[src/rtl/fetch_pkg.sv]
// Shared types and constants for the instruction-fetch front end.
// Holds the PC-select encoding, the queue entry layout and the redirect decode.
package fetch_pkg;

    localparam int XLEN         = 32;
    localparam int PC_SEL_WIDTH = 2;

    localparam logic [PC_SEL_WIDTH-1:0] PC_SEL_PC4    = 2'd0;
    localparam logic [PC_SEL_WIDTH-1:0] PC_SEL_BRANCH = 2'd1;
    localparam logic [PC_SEL_WIDTH-1:0] PC_SEL_JAL    = 2'd2;
    localparam logic [PC_SEL_WIDTH-1:0] PC_SEL_JALR   = 2'd3;

    typedef struct packed {
        logic [XLEN-1:0] pc;
        logic [XLEN-1:0] instr;
    } fetch_entry_t;

    function automatic logic is_redirect(input logic [PC_SEL_WIDTH-1:0] sel);
        return (sel == PC_SEL_BRANCH) || (sel == PC_SEL_JAL) || (sel == PC_SEL_JALR);
    endfunction

endpackage

[src/rtl/fetch_fifo.sv]
// Synchronous FIFO with flush; the head is read straight from storage so a
// pushed entry becomes visible on the cycle after the write.
module fetch_fifo #(
    parameter int  DEPTH = 4,
    parameter type T     = logic [31:0]
) (
    input  logic                       clk,
    input  logic                       rst,
    input  logic                       clear,
    input  logic                       push,
    input  T                           din,
    input  logic                       pop,
    output T                           dout,
    output logic [$clog2(DEPTH+1)-1:0] count,
    output logic                       empty,
    output logic                       full
);

    localparam int AW = (DEPTH > 1) ? $clog2(DEPTH) : 1;
    localparam int CW = $clog2(DEPTH + 1);

    T               r_mem [2**AW];
    logic [AW-1:0]  r_wr_ptr;
    logic [AW-1:0]  r_rd_ptr;
    logic [CW-1:0]  r_count;
    logic           w_do_push;
    logic           w_do_pop;

    function automatic logic [AW-1:0] next_ptr(input logic [AW-1:0] p);
        return (p == AW'(DEPTH - 1)) ? '0 : p + AW'(1);
    endfunction

    assign empty     = (r_count == '0);
    assign full      = (r_count == CW'(DEPTH));
    assign count     = r_count;
    assign dout      = r_mem[r_rd_ptr];
    // A push into a full FIFO is only legal when the head leaves in the same cycle.
    assign w_do_push = push && (!full || pop);
    assign w_do_pop  = pop && !empty;

    always_ff @(posedge clk) begin
        if (w_do_push && !clear && !rst) begin
            r_mem[r_wr_ptr] <= din;
        end
    end

    always_ff @(posedge clk) begin
        if (rst || clear) begin
            r_wr_ptr <= '0;
            r_rd_ptr <= '0;
            r_count  <= '0;
        end else begin
            if (w_do_push) r_wr_ptr <= next_ptr(r_wr_ptr);
            if (w_do_pop)  r_rd_ptr <= next_ptr(r_rd_ptr);
            case ({w_do_push, w_do_pop})
                2'b10:   r_count <= r_count + CW'(1);
                2'b01:   r_count <= r_count - CW'(1);
                default: r_count <= r_count;
            endcase
        end
    end

endmodule

[src/rtl/fetch_queue.sv]
// Instruction-fetch front end: variable-latency imem request/response, a fetch
// queue of {pc, instr} feeding decode, and redirect handling with wrong-path drop.
module fetch_queue
    import fetch_pkg::*;
#(
    parameter int              DEPTH           = 4,
    parameter int              MAX_OUTSTANDING = 2,
    parameter logic [XLEN-1:0] RESET_PC        = '0
) (
    input  logic                    clk,
    input  logic                    rst,
    output logic                    imem_req_valid,
    input  logic                    imem_req_ready,
    output logic [XLEN-1:0]         imem_req_addr,
    input  logic                    imem_rsp_valid,
    input  logic [XLEN-1:0]         imem_rsp_instr,
    input  logic [PC_SEL_WIDTH-1:0] pc_sel,
    input  logic [XLEN-1:0]         br_decode,
    input  logic [XLEN-1:0]         jal_decode,
    input  logic [XLEN-1:0]         jalr_decode,
    output logic                    dec_valid,
    input  logic                    dec_ready,
    output logic [XLEN-1:0]         dec_pc,
    output logic [XLEN-1:0]         dec_instr
);

    localparam int CW = $clog2(DEPTH + 1);
    localparam int OW = $clog2(MAX_OUTSTANDING + 1);

    logic [XLEN-1:0] r_pc;
    logic [OW-1:0]   r_out_cnt;
    logic [OW-1:0]   r_drop_cnt;

    logic            w_redirect;
    logic [XLEN-1:0] w_target;
    logic            w_rsp;
    logic            w_rsp_drop;
    logic            w_req_fire;
    logic [OW-1:0]   w_out_cnt_nxt;

    fetch_entry_t    w_q_din;
    fetch_entry_t    w_q_head;
    logic            w_q_push;
    logic            w_q_pop;
    logic [CW-1:0]   w_q_count;
    logic            w_q_empty;
    logic            w_q_full;

    logic [XLEN-1:0] w_pc_head;
    logic [OW-1:0]   w_pc_count;
    logic            w_pc_empty;
    logic            w_pc_full;

    assign w_redirect = is_redirect(pc_sel);

    always_comb begin
        w_target = br_decode;
        case (pc_sel)
            PC_SEL_JAL:  w_target = jal_decode;
            PC_SEL_JALR: w_target = jalr_decode;
            default:     w_target = br_decode;
        endcase
    end

    // A response with nothing in flight is stale and is ignored.
    assign w_rsp      = imem_rsp_valid && (r_out_cnt != '0);
    assign w_rsp_drop = w_rsp && (w_redirect || (r_drop_cnt != '0));
    assign w_q_push   = w_rsp && !w_rsp_drop;

    // Reserving a queue slot per in-flight request removes response backpressure.
    assign imem_req_valid = !rst && !w_redirect
                         && ((int'(w_q_count) + int'(r_out_cnt)) < DEPTH)
                         && (int'(r_out_cnt) < MAX_OUTSTANDING);
    assign imem_req_addr  = r_pc;
    assign w_req_fire     = imem_req_valid && imem_req_ready;

    always_comb begin
        w_out_cnt_nxt = r_out_cnt;
        case ({w_req_fire, w_rsp})
            2'b10:   w_out_cnt_nxt = r_out_cnt + OW'(1);
            2'b01:   w_out_cnt_nxt = r_out_cnt - OW'(1);
            default: w_out_cnt_nxt = r_out_cnt;
        endcase
    end

    always_ff @(posedge clk) begin
        if (rst) begin
            r_pc       <= RESET_PC;
            r_out_cnt  <= '0;
            r_drop_cnt <= '0;
        end else begin
            r_out_cnt <= w_out_cnt_nxt;
            if (w_redirect) begin
                r_pc       <= w_target;
                r_drop_cnt <= w_out_cnt_nxt;
            end else begin
                if (w_req_fire) r_pc <= r_pc + XLEN'(4);
                if (w_rsp && (r_drop_cnt != '0)) r_drop_cnt <= r_drop_cnt - OW'(1);
            end
        end
    end

    fetch_fifo #(
        .DEPTH (MAX_OUTSTANDING),
        .T     (logic [XLEN-1:0])
    ) u_pc_fifo (
        .clk   (clk),
        .rst   (rst),
        .clear (1'b0),
        .push  (w_req_fire),
        .din   (r_pc),
        .pop   (w_rsp),
        .dout  (w_pc_head),
        .count (w_pc_count),
        .empty (w_pc_empty),
        .full  (w_pc_full)
    );

    assign w_q_din.pc    = w_pc_head;
    assign w_q_din.instr = imem_rsp_instr;
    assign w_q_pop       = dec_valid && dec_ready;

    fetch_fifo #(
        .DEPTH (DEPTH),
        .T     (fetch_entry_t)
    ) u_queue (
        .clk   (clk),
        .rst   (rst),
        .clear (w_redirect),
        .push  (w_q_push),
        .din   (w_q_din),
        .pop   (w_q_pop),
        .dout  (w_q_head),
        .count (w_q_count),
        .empty (w_q_empty),
        .full  (w_q_full)
    );

    assign dec_valid = !w_q_empty;
    assign dec_pc    = w_q_empty ? '0 : w_q_head.pc;
    assign dec_instr = w_q_empty ? '0 : w_q_head.instr;

    a_no_stale_rsp: assert property (@(posedge clk) disable iff (rst)
        !(imem_rsp_valid && (r_out_cnt == '0)));
    a_pc_fifo_sync: assert property (@(posedge clk) disable iff (rst)
        (w_pc_count == r_out_cnt) && !(w_req_fire && w_pc_full) && !(w_rsp && w_pc_empty));
    a_queue_room: assert property (@(posedge clk) disable iff (rst)
        !(w_q_push && w_q_full && !w_q_pop));

endmodule
[config.mk]
export PLATFORM = sky130hd
export DESIGN_NAME = fetch_queue
export DESIGN_NICKNAME = d
export VERILOG_FILES = /design/src/rtl/fetch_pkg.sv /design/src/rtl/fetch_fifo.sv /design/src/rtl/fetch_queue.sv
export SDC_FILE = /design/constraint.sdc
export NUM_CORES = 1
export LEC_CHECK = 0
export ABC_AREA = 1
export BUFFER_PORTS_ARGS = -buffer_cell sky130_fd_sc_hd__buf_2
export CAP_MARGIN = 10
export CORE_MARGIN = 10
export CORE_UTILIZATION = 50
export DETAILED_ROUTE_END_ITERATION = 10
export GPL_ROUTABILITY_DRIVEN = 0
export PLACE_DENSITY = 0.71
export SETUP_SLACK_MARGIN = 0.2
export SLEW_MARGIN = 30
export SYNTH_ARGS = -nofsm -noshare
export SYNTH_HDL_FRONTEND = slang
export SYNTH_HIERARCHICAL = 1
export SYNTH_SLANG_ARGS = --single-unit
[constraint.sdc]
create_clock -name clk -period 9.9 [get_ports clk]
set_input_delay 0.99 -clock clk [delete_from_list [all_inputs] [get_ports clk]]
set_output_delay 0.99 -clock clk [all_outputs]
set_load 0.02 [all_outputs]
== After elaboration in Yosys (flattened, before gate mapping) ==
Memories as Yosys holds them, arrays and structs flattened. A register that Yosys moved wholly into a read port is not among the register bits.
Index checks and enable logic that the tools add are counted.

* Add/subtract/negate cells: 13
* Magnitude comparators: 2
* Eq/ne operators: 13
* Muxes and demuxes: 22
* Reduce and logical (&&, ||, !) cells: 37

{| class="wikitable"
|+ Operators with widths
! kind !! count
|-
| $mux W32 || 4
|-
| $pmux W32 S2 || 1
|-
| $add A32 B3 Y32 const B || 1
|-
| $eq A2 B2 Y1 const B || 8
|-
| $logic_and A1 B1 Y1 || 16
|-
| $mux W2 || 6
|-
| $reduce_bool A2 Y1 || 6
|-
| $add A2 B1 Y2 const B || 4
|-
| $eq A2 B1 Y1 const B || 4
|-
| $mux W1 || 8
|-
| $pmux W2 S2 || 2
|-
| $logic_not A1 Y1 || 7
|-
| $logic_or A1 B1 Y1 || 6
|-
| $pmux W3 S2 || 1
|-
| $sub A2 B1 Y2 const B || 3
|-
| $add A3 B2 Y4 || 1
|-
| $lt A4 B3 Y1 const B || 1
|-
| $add A3 B1 Y3 const B || 1
|-
| $eq A3 B3 Y1 const B || 1
|-
| $logic_not A3 Y1 || 1
|-
| $sub A3 B1 Y3 const B || 1
|-
| $add A1 B1 Y1 const B || 2
|-
| $logic_not A2 Y1 || 1
|-
| $lt A2 B2 Y1 const B || 1
|}

* Register bits after elaboration: 47
* Memory bits (writable): 320
* Logic and storage cells: 98
* Memories: 2

{| class="wikitable"
|+ Memories
! memory !! words !! width !! read ports !! clocked after Yosys merged registers in !! write ports !! RTL line !! RTL
|-
| u_queue.r_mem || 4 || 64 || 1 || 1 || 1 || fetch_fifo.sv:22 || <nowiki>T r_mem [2**AW];</nowiki>
|-
| u_pc_fifo.r_mem || 2 || 32 || 1 || 1 || 1 || fetch_fifo.sv:22 ||
|}

== Depth between registers and ports, before layout ==
* Word-level depth: 12
* Mapped depth: 17
* Depth with buffers taken out: 16

== Modules after synthesis ==
The synthesis kept the hierarchy.

{| class="wikitable"
|+ By module, submodules not included
! module !! times used !! cells each !! area each (um2) !! seq. area each (um2)
|-
| fetch_fifo (u_queue) || 1 || 689 || 9,992.1 || 7,867.5
|-
| fetch_queue || 1 || 680 || 3,549.7 || 720.7
|-
| fetch_fifo (u_pc_fifo) || 1 || 141 || 2,721.4 || 2,021.9
|}

== Worst setup path before layout ==
OpenSTA, ideal clock, no wires.

* Path type: input to register
* Start point: in pc_sel[0]
* End point: mem u_queue/r_mem[0][0] (netlist name) (enable)
* Arrival: 4,667 ps
* Required time: 9,413 ps
* Slack: 4,746 ps
* Stages: 6
* Buffers on the path: 1
* Cells stage by stage: nor2_4 inv_2 buf_1 nor2_1 nand3_1 nor2_1

* Longest elaborated chain between the ends: 12
* Elaborated cells on any way between the ends: 15

{| class="wikitable"
|+ Ends and longest elaborated chain
! item !! RTL line !! RTL
|-
| from (decl) || fetch_queue.sv:17 || <nowiki>input logic [PC_SEL_WIDTH-1:0] pc_sel,</nowiki>
|-
| $eq A2 B1 Y1 or $eq A2 B2 Y1 (tied branches) || fetch_pkg.sv:19 || <nowiki>return (sel == PC_SEL_BRANCH) || (sel == PC_SEL_JAL) || (sel == PC_SEL_JALR);</nowiki>
|-
| $logic_or A1 B1 Y1 || fetch_pkg.sv:19 ||
|-
| $logic_or A1 B1 Y1 (*) || fetch_pkg.sv:19 ||
|-
| net w_redirect || fetch_queue.sv:34 || <nowiki>logic w_redirect;</nowiki>
|-
| $logic_or A1 B1 Y1 || fetch_queue.sv:67 || <nowiki>assign w_rsp_drop = w_rsp && (w_redirect || (r_drop_cnt != '0));</nowiki>
|-
| $logic_and A1 B1 Y1 || fetch_queue.sv:67 ||
|-
| $logic_not A1 Y1 || fetch_queue.sv:68 || <nowiki>assign w_q_push = w_rsp && !w_rsp_drop;</nowiki>
|-
| $logic_and A1 B1 Y1 || fetch_queue.sv:68 ||
|-
| $logic_and A1 B1 Y1 || fetch_fifo.sv:38 || <nowiki>assign w_do_push = push && (!full || pop);</nowiki>
|-
| $logic_and A1 B1 Y1 (*) (2 in series) || fetch_fifo.sv:42 || <nowiki>if (w_do_push && !clear && !rst) begin</nowiki>
|-
| $mux W1 (*) || fetch_fifo.sv:42 ||
|-
| $mux W1 (implied by the code) (*) || fetch_fifo.sv:43 || <nowiki>r_mem[r_wr_ptr] <= din;</nowiki>
|-
| to (decl) || fetch_fifo.sv:22 ||
|}

Mark *: on every way through the listed nets, which the timed path passes. The rest lies on a longest branch.

==> flow_summary.toml <==
[floorplan]
coreArea_mm2 = 0.03180
fp.dieH_um = 200.3
ios = 233
dieWidth_um = 200.3
std_cell_rows = 65
start_util_pct = 51.10
dieArea_mm2 = 0.04011

[finish]
stdcell_count = 2175
final_util_pct = 59.06
final_area_mm2 = 0.01878
final_layout_size_suffix_gt1_share_pct = 20.11
layout_common_cells = "edfxtp_1, nor2_1, buf_2"
insertedDiodeCount = 0
final_common_cell = "edfxtp_1"
area_delta_synth_final_pct = 15.56
nets = 1862

[critical_path]
cp-end-kind = "primary output"
r2r_start = "u_queue/count[1]$_SDFFE_PP0P_"
start_kind = "register"
crit_chain = "inv_4 -> buf_4 -> o21ai_0 -> o22ai_1 -> inv_1 -> nor2_1 -> buf_2"
critPathSlowestCell = "buf_4"
critPathArrivalTime_ns = 3.15
cp_max_fo = 68
crit_type = "register to primary output"
cp_data_required_time_ns = 8.91
critPathBufInv = 4
crit_path_max_incr_delay_ns = 0.68
rrSetupSlack_ns = 6.95
crit_family = "buffers and inverters"

[synthesis]
yosysWarnings = 6
synthCells = 1507
syn-mean-instance-area_um2 = 10.78
synth_area_mm2 = 0.01625
synth_nets = 1654

[timing]
fin_setup_tns_ns = 0
min_period_over_period_pct = 41.78
rsz0062_at_grt = "false"
finalSetupViolCount = 0
skew_ns = 0.02889
drv_slew = 0
relSlewSlack_pct = 34.13
setup_slack_ns = 5.764
hold-worst-slack_ns = 0.4814
hold_viol = 0
tightest_slew_ns = 0.9870
fmax_mhz = 241.8
period_needed_ns = 4.136

[clocking]
cts_buffers = 37
clock_path_buffers = 3
cts.reportedPaths.clkPinSlew_ns = 0.06
cts_tree = "yes"
htree_levels = 2
clockRootBuffer = "clkbuf_16"
cts_resized = 0
insertion_delay_ns = 0.52
ctsHoldBuffers = 0
clock-sinks = 370
cts_setup_buffers = 0

[place]
dp_slack_ns = 5.451
dpl.hpwl_mm = 24.71
post_dp_cell_area_mm2 = 0.01759
port_buffers = 232
dp.cells = 2111

[routing]
drt_iter0_markers = 752
route.vias.total = 11499
final_antenna_net_count = 0
wl_per_cell_um = 17.47
drc = 0
dr.pass1.iters = 5
routed_via_density = 5.287
totalWireLength_mm = 38.00

[global_routing]
grt_pass1_wl_mm = 59.91
grt_overflow = 0
grt_pass1_vias = 11586
grt_usage_pct = 18.15
grt_max_degree = 70
antenna_found_initial = 0

[hold_path]
hold_class = "register to register"
min_from = "r_drop_cnt[1]$_SDFFE_PP0P_"

[power]
ir_worst_vdd_v = 0.0001283
p_per_area_mw_per_mm2 = 173.2
cellLeakagePower_nw = 7.426
power.total_mw = 3.252

[run]
max_cap_violations = 0

[status]
status = "completed"
## area by class of cell
cell class,count,area [um^2]
clock buffers,46,1002
clock inverters,18,186.4
repair buffers,243,1244
inverters,131,494.2
multi-input cells,932,4690
fillers,2627,13020
well taps,435,544.3
flip-flops and latches,370,10620
## sequential cells by signal, indices dropped and copies added, names as in the netlist, 3 cells and up, named ones only
name             count
imem_req_addr       32
u_queue/r_mem      256
u_queue/count        3
u_pc_fifo/r_mem     64
## worst reg2reg max path, cell delays in order, from the launching register on
cell	delay [ns]
dfxtp_1	0.38
nor2_1	0.08
nand2_1	0.09
inv_2	0.03
buf_4	0.28
nor2_1	0.24
inv_1	0.06
nand3_1	0.10
nand3_1	0.33
nor2_4	0.18
buf_4	0.75
## power breakdown
| group | internal (mW) | switching (mW) |
|---|---|---|
| registers | 1.70 | 0.0297 |
| clock network | 0.821 | 0.551 |
| logic | 0.0571 | 0.0937 |
## path summary, 6_finish.rpt
kind                                          to  depth (start not counted)
setup / recovery                      dec_pc[19]                          7
setup reg to reg  u_queue/r_mem[0][47]$_DFFE_PP_                         10
hold reg to reg       r_drop_cnt[1]$_SDFFE_PP0P_                          2
hold / removal        r_drop_cnt[1]$_SDFFE_PP0P_                          2
## layer usage
metal	vias to the layer above	wire length [um]	global-route usage, %
met5	-	0	0
met4	0	1003	6.357
met3	72	3152	4.787
met2	484	17830	30.46
met1	5338	16010	22.19
li1	5605	-	-
Note: power is estimated with default switching activity, not from simulation.
